===== src/rtl/avalon_mm_arbiter.sv =====
// Two-master to one-slave Avalon-MM arbiter with round-robin or fixed priority,
// one outstanding transaction, and a read-timeout watchdog for a silent slave.
module avalon_mm_arbiter #(
  parameter int unsigned ADDR_W     = 14,
  parameter int unsigned DATA_W     = 16,
  parameter int unsigned BE_W       = 4,
  parameter int unsigned RD_TIMEOUT = 16,
  parameter bit          FIXED_PRIO = 1'b0
) (
  input  logic              avl_clk_i,
  input  logic              avl_reset_n_i,
  input  logic [ADDR_W-1:0] m0_address_i,
  input  logic [BE_W-1:0]   m0_byteenable_i,
  input  logic              m0_write_i,
  input  logic [DATA_W-1:0] m0_writedata_i,
  input  logic              m0_read_i,
  output logic              m0_waitrequest_o,
  output logic [DATA_W-1:0] m0_readdata_o,
  output logic              m0_readdatavalid_o,
  input  logic [ADDR_W-1:0] m1_address_i,
  input  logic [BE_W-1:0]   m1_byteenable_i,
  input  logic              m1_write_i,
  input  logic [DATA_W-1:0] m1_writedata_i,
  input  logic              m1_read_i,
  output logic              m1_waitrequest_o,
  output logic [DATA_W-1:0] m1_readdata_o,
  output logic              m1_readdatavalid_o,
  output logic [ADDR_W-1:0] s_address_o,
  output logic [BE_W-1:0]   s_byteenable_o,
  output logic              s_write_o,
  output logic              s_read_o,
  output logic [DATA_W-1:0] s_writedata_o,
  input  logic              s_waitrequest_i,
  input  logic [DATA_W-1:0] s_readdata_i,
  input  logic              s_readdatavalid_i,
  output logic [1:0]        grant_o,
  output logic              timeout_err_o
);

  localparam int unsigned CNT_W = (RD_TIMEOUT > 2) ? $clog2(RD_TIMEOUT) : 1;

  typedef enum logic [1:0] {StIdle, StBusy, StRdPend} state_e;

  state_e           state_q;
  logic             owner_q;
  logic [1:0]       grant_q;
  logic             last_q;
  logic [CNT_W-1:0] cnt_q;
  logic             timeout_err_q;

  logic req0, req1, winner;
  logic own_read, own_write, own_req;
  logic rd_timeout;
  logic [DATA_W-1:0] rd_data;

  assign req0      = m0_read_i | m0_write_i;
  assign req1      = m1_read_i | m1_write_i;
  assign own_read  = owner_q ? m1_read_i : m0_read_i;
  assign own_write = owner_q ? m1_write_i : m0_write_i;
  assign own_req   = own_read | own_write;

  // On a tie the master that did not complete last wins, unless m0 has fixed priority.
  assign winner = (req0 && req1) ? (FIXED_PRIO ? 1'b0 : ~last_q) : req1;

  assign rd_timeout = (state_q == StRdPend) && !s_readdatavalid_i &&
                      (cnt_q == CNT_W'(RD_TIMEOUT - 1));
  assign rd_data    = rd_timeout ? DATA_W'(16'hDEAD) : s_readdata_i;

  assign grant_o       = grant_q;
  assign timeout_err_o = timeout_err_q;

  always_comb begin
    s_address_o        = '0;
    s_byteenable_o     = '0;
    s_write_o          = 1'b0;
    s_read_o           = 1'b0;
    s_writedata_o      = '0;
    m0_waitrequest_o   = 1'b1;
    m1_waitrequest_o   = 1'b1;
    m0_readdata_o      = '0;
    m1_readdata_o      = '0;
    m0_readdatavalid_o = 1'b0;
    m1_readdatavalid_o = 1'b0;
    case (state_q)
      StBusy: begin
        s_address_o    = owner_q ? m1_address_i : m0_address_i;
        s_byteenable_o = owner_q ? m1_byteenable_i : m0_byteenable_i;
        s_writedata_o  = owner_q ? m1_writedata_i : m0_writedata_i;
        s_read_o       = own_read;
        s_write_o      = own_write & ~own_read;
        if (owner_q) m1_waitrequest_o = s_waitrequest_i;
        else         m0_waitrequest_o = s_waitrequest_i;
      end
      StRdPend: begin
        if (owner_q) begin
          m1_readdatavalid_o = s_readdatavalid_i | rd_timeout;
          m1_readdata_o      = rd_data;
        end else begin
          m0_readdatavalid_o = s_readdatavalid_i | rd_timeout;
          m0_readdata_o      = rd_data;
        end
      end
      default: ;
    endcase
  end

  always_ff @(posedge avl_clk_i or negedge avl_reset_n_i) begin
    if (!avl_reset_n_i) begin
      state_q       <= StIdle;
      owner_q       <= 1'b0;
      grant_q       <= 2'b00;
      last_q        <= 1'b1;
      cnt_q         <= '0;
      timeout_err_q <= 1'b0;
    end else begin
      case (state_q)
        StIdle: begin
          if (req0 || req1) begin
            owner_q <= winner;
            grant_q <= winner ? 2'b10 : 2'b01;
            state_q <= StBusy;
          end
        end
        StBusy: begin
          if (!own_req) begin
            // Master withdrew while stalled: no transfer, pointer untouched.
            state_q <= StIdle;
            grant_q <= 2'b00;
          end else if (!s_waitrequest_i) begin
            if (own_read) begin
              state_q <= StRdPend;
              cnt_q   <= '0;
            end else begin
              state_q <= StIdle;
              grant_q <= 2'b00;
              last_q  <= owner_q;
            end
          end
        end
        StRdPend: begin
          cnt_q <= cnt_q + CNT_W'(1);
          if (s_readdatavalid_i || rd_timeout) begin
            state_q <= StIdle;
            grant_q <= 2'b00;
            last_q  <= owner_q;
            if (rd_timeout) timeout_err_q <= 1'b1;
          end
        end
        default: begin
          state_q <= StIdle;
          grant_q <= 2'b00;
        end
      endcase
    end
  end

endmodule


===== config.mk =====
export PLATFORM = sky130hd
export DESIGN_NAME = avalon_mm_arbiter
export DESIGN_NICKNAME = d
export VERILOG_FILES = /design/src/rtl/avalon_mm_arbiter.sv
export SDC_FILE = /design/constraint.sdc
export NUM_CORES = 1
export LEC_CHECK = 0
export CAP_MARGIN = 20
export CORE_AREA = 2 2 76 78
export DETAILED_ROUTE_END_ITERATION = 10
export DIE_AREA = 0 0 78 80
export GPL_TIMING_DRIVEN = 0
export PLACE_DENSITY_LB_ADDON = 0.3
export SLEW_MARGIN = 20
export SYNTH_ARGS = -nofsm -noshare
export SYNTH_HDL_FRONTEND = slang
export SYNTH_SLANG_ARGS = --single-unit

===== constraint.sdc =====
create_clock -name avl_clk_i -period 2.1 [get_ports avl_clk_i]
set_input_delay 0.315 -clock avl_clk_i [delete_from_list [all_inputs] [get_ports avl_clk_i]]
set_output_delay 0.315 -clock avl_clk_i [all_outputs]
set_load 0.05 [all_outputs]

Yosys cells after proc, flatten, opt, wreduce, memory -nomap -nowiden
Index checks and enable logic that the tools add are counted.
- bits in registers: 11
- latch bits: 0
- RAM bits: 0
- memory bits (read-only): 0
- bits of input ports: 92
- output and inout port bits: 75
- word-level logic and storage cells: 84
- memories: 0
- add/subtract/negate cells: 1
- $mul: 0
- div/mod/pow operators: 0
- $lt $le $gt $ge: 0
- equality and inequality tests: 11
- shift operators: 0
- multiplexer cells: 45
- bitwise operators: 7
- reduce and logical (&&, ||, !) cells: 14
- operators with widths (kind ; number):
    $mux W16 ; 7
    $mux W14 ; 2
    $mux W2 ; 10
    $mux W4 ; 5
    $mux W1 ; 17
    $pmux W2 S3 ; 2
    $ne A2 B2 Y1 const B ; 5
    $pmux W4 S2 ; 1
    $reduce_and A4 Y1 ; 2
    $ne A3 B3 Y1 const B ; 2
    $reduce_and A3 Y1 ; 2
    $reduce_and A5 Y1 ; 1
    $add A4 B1 Y4 const B ; 1
    $eq A4 B4 Y1 const B ; 1
    $or A1 B1 Y1 ; 4
    $logic_and A1 B1 Y1 ; 3
    $eq A2 B1 Y1 const B ; 1
    $eq A2 B2 Y1 const B ; 1
    $logic_not A2 Y1 ; 1
    $logic_or A1 B1 Y1 ; 2
    $ne A2 B1 Y1 const B ; 1
    $not A1 Y1 ; 2
    $pmux W1 S2 ; 1
    $reduce_and A2 Y1 ; 1
    3 further kinds ; 3

Logic depth before layout (Yosys ltp)
- depth after elaboration: 6
- gate-level depth with buffers: 5
- mapped depth without buffers: 4

Worst setup path before layout
OpenSTA, ideal clock, no wires.
- path kind: register to output
- from: reg owner_q
- to: out s_write_o
- arrival: 1.667 ns
- data required time: 1.785 ns
- slack: 0.118 ns
- stages on the path, launching flop included: 4
- buffers on the path: 1
- cells stage by stage: dfrtp_1 > buf_6 > or3b_1 > a21oi_1
- word-level cells in the longest chain between the ends: 4
- elaborated cells on any way between the ends: 5
- those cells by class: mux (3); bitwise (2)
- RTL lines (what ; RTL line ; RTL):
    start: declaration ; 45 ; logic owner_q;
    start signal: assignment ; 119 ; owner_q <= winner;
    $mux W1 ; 58 ; assign own_read = owner_q ? m1_read_i : m0_read_i;
    $not A1 Y1 ; 90 ; s_write_o = own_write & ~own_read;
    $and A1 B1 Y1 * ; 90 ;
    $mux W1 * ; 84 ; case (state_q)
    end: declaration ; 30 ; output logic s_write_o,
Every way passes the cells marked *; elsewhere a longest branch is shown, timed or not.

Worst setup path in the final report
- from: reg owner_q
- to: out m1_waitrequest_o
- word-level cells in the longest chain between the ends: 2
- RTL lines (what ; RTL line ; RTL):
    $mux W1 ; 91 ; if (owner_q) m1_waitrequest_o = s_waitrequest_i;
    $mux W1 ; 84 ;
    end: declaration ; 25 ; output logic m1_waitrequest_o,
No other way between the ends.

==> flow_summary.json <==
{
  "grt_pass1_wl_um": 10100,
  "hold_class": "input pin to asynchronous set/reset pin",
  "clk_pin_slew_ns": 0.05,
  "powerDensity_nw_per_um2": 1170,
  "ys_seq_elements": 11,
  "layout.nets": 464,
  "fillers": 515,
  "grt_overflow_total": 0,
  "synth_compound_area_frac": 0.224,
  "min_period_over_period": 0.979,
  "synth_top_cell_by_area": "mux2i_1",
  "synth_top_area_frac": 0.234,
  "finalCriticalPeriod_ns": 2.05,
  "p_sw_frac": 0.624,
  "synth.cell_area_um2": 1540,
  "place.gp.congestion": 0.905,
  "relSlewSlack": 0.651,
  "cts_max_level": 1,
  "synth-xor-area-share": 0.0114,
  "core_um2": 5410,
  "cap_violations": 0,
  "tightest_slew_ns": 0.521,
  "p_total_uw": 3740,
  "areaGrowthSynthToFinish_pct": 107,
  "cts_hold_buf": 0,
  "comb_power_share": 0.841,
  "dr.pass1.iters": 4,
  "yosys.area_share.simple": 0.258,
  "port_buffers": 166,
  "vdd_drop_max_mv": 0.740,
  "grt_max_degree": 12,
  "wl_per_cell_um": 15.3,
  "cts_buffers": 3,
  "power.switching_uw": 2330,
  "drcViolationCount": 0,
  "dpl.hpwl_um": 5280,
  "p_seq_frac": 0.099,
  "worst_setup_path_end_kind": "output pin",
  "antenna_found_initial": 0,
  "final-seq-area_um2": 279,
  "routed-via-count": 2144,
  "drtIter0Drc": 55,
  "worstSetupStartpointType": "flip-flop",
  "max_freq_mhz": 487,
  "synth_area_leaders": "mux2i_1, dfrtp_1, o21a_1, nor2_1, and3_1",
  "reg2reg_from": "owner_q",
  "cts_buffer_depth": 2,
  "crit_start": "owner_q",
  "syn_inst": 194,
  "synth_top_family_by_area": "simple AND/OR/NAND/NOR gates",
  "grt_usage": 0.197,
  "worst-path-max-fanout": 10,
  "multiInputGateArea_um2": 1180,
  "route.met3.wl_um": 522,
  "finalHoldViolations": 0,
  "synthDistinctLibCells": 43,
  "cp.arrival_ns": 1.74,
  "synth_fa_ha_area_frac": 0.00811,
  "p_int_uw": 1410,
  "start_util": 0.285,
  "highest_layer": "met4",
  "cts_tree": "done",
  "met2_length_um": 3440,
  "p_leak_uw": 0.00152,
  "dieArea_um2": 6240,
  "clkPwrFrac": 0.060,
  "wirelength_um": 6770,
  "utilization": 0.590,
  "yosysSeqAreaShare": 0.179,
  "ant_nets": 0,
  "die_h_um": 80,
  "slew_viol_final": 0,
  "finalSetupViolations": 0,
  "syn_avg_cell_area_um2": 7.95,
  "drive_gt1_frac": 0.292,
  "synth_warnings": 0,
  "path_class": "flip-flop to output pin",
  "viasPerCell": 4.85,
  "dieWidth_um": 78,
  "grt_pass1_vias": 1955,
  "clkSinkCount": 11,
  "cts-root-buf": "clkbuf_8",
  "synthMuxAreaShare": 0.234,
  "insertion_delay_ns": 0.25,
  "status": "finished, final reports clean",
  "finClkSkew_ns": 0.00633,
  "num_rows": 27,
  "ios": 167,
  "syn-num-nets": 287,
  "worstPathRequired_ns": 1.78,
  "diodes": 0,
  "m1WireLength_um": 2760
}
## cell families (layout without fill, tap and decap cells)
kind of cell,count (synthesis),count (layout)
buf+inv,23,199
flops,11,11
simple gates,76,76
fa+ha+maj,1,1
mux,36,36
xor+xnor,2,2
compound gates,45,45
## sequential cells by signal, summed over array words and instances (netlist names)
| name | count |
|---|---|
| cnt_q | 4 |
| grant_o | 2 |
| state_q | 2 |
| last_q | 1 |
| owner_q | 1 |
| timeout_err_o | 1 |
## worst max-delay path: stages (launching register included)
cell	delay [ns]
dfrtp_1	0.37
buf_6	0.14
buf_4	0.19
buf_4	0.20
nand2_1	0.06
dlygate4sd2_1	0.52
## worst paths after layout
check / endpoint / slack, ns / cells past startpoint
setup reg to reg: last_q / 0.73 / 4
min in group avl_clk_i: timeout_err_o / 0.46 / 1
setup / recovery: m1_waitrequest_o / 0.05 / 5
hold / removal: grant_o[1] / 0.41 / 1
hold reg to reg: timeout_err_o / 0.46 / 1
max in group asynchronous: state_q[1] / 1.31 / 1
## per-layer routing
metal,track usage,vias up
met3,0.0271,3
met4,0.0316,0
met2,0.354,105
met5,0,-
met1,0.254,987
li1,-,1049
## power groups by stage
stage,combinational (uW),sequential (uW),clock [uW]
2_1_floorplan,2200,412,0
3_3_place_gp,3340,357,0
3_5_place_dp,3370,361,0
4_1_cts,3150,362,227
5_1_grt,3320,383,237
6_report,3150,372,223
## area by class of cell
cell class,instances,share of cell area
Timing Repair Buffer,174,0.464
Sequential cell,11,0.0876
Tap cell,72,0.0283
Buffer,15,0.0298
Clock buffer,4,0.0141
Inverter,6,0.00707
Multi-Input combinational cell,160,0.369
## synthesized netlist by cell type
master and n:
buf_2 10, nand3b_1 1, or3_1 1, a211o_1 2
a22oi_1 1, ha_1 1, nor3b_2 2, nor3_1 1
a31oi_1 1, o2111ai_1 1, nand2b_1 6, nor2_2 1
o221ai_1 4, and4b_1 1, nor2b_1 1, clkbuf_1 1
nand2b_2 1, buf_6 3, o31a_1 1, nor3_4 1
nand4_1 1, nor4_1 1, or2_1 1, o31ai_1 3
and3_1 10, nand2_1 6, xor2_1 1, or3b_1 1
o2bb2ai_1 3, mux2i_1 36, a211oi_1 1, a31o_1 1
buf_4 3, nor2_1 38, dfrtp_1 10, o21a_1 23
a32oi_1 1, dfstp_2 1, inv_1 6, xnor2_1 1
nand3_1 1, a21oi_1 3, and3b_1 1
## per-stage QoR
step | cells | area, um2 | setup WS, ns | hold WS [ns] | TNS (ns)
after floorplan | 194 | 1540 | 0.118 | 0.0194 | 0
after global placement | 432 | 3290 | -0.544 | 0.450 | -21.56
after detailed placement | 432 | 3290 | -0.582 | 0.455 | -23.07
after CTS | 440 | 3180 | 0.000191 | 0.432 | 0
after global routing | 442 | 3190 | -0.0252 | 0.469 | -0.171
final | 442 | 3190 | 0.0451 | 0.411 | 0
## cells in the final DEF (no fill, tap or decap), types with 4 or more instances in the layout
cell and instances:
inv_1 6, mux2i_1 36, buf_6 9, o221ai_1 4, buf_4 18, clkbuf_2 4
buf_2 52, clkdlybuf4s15_2 5, o21a_1 23, clkdlybuf4s50_1 93, clkbuf_4 5, nand2_1 6
nand2b_1 5, nor2_1 38, and3_1 10, dfrtp_1 8
## what timing repair did
action / CTS / global route
endpoints found under the setup margin: 72 / 44
buffers inserted: 4 / 3
cloned: 1 / 1
pin swaps: 1 / 4
gates resized for setup: 340 / 36
No activity file was read; power rests on OpenSTA's default activity.
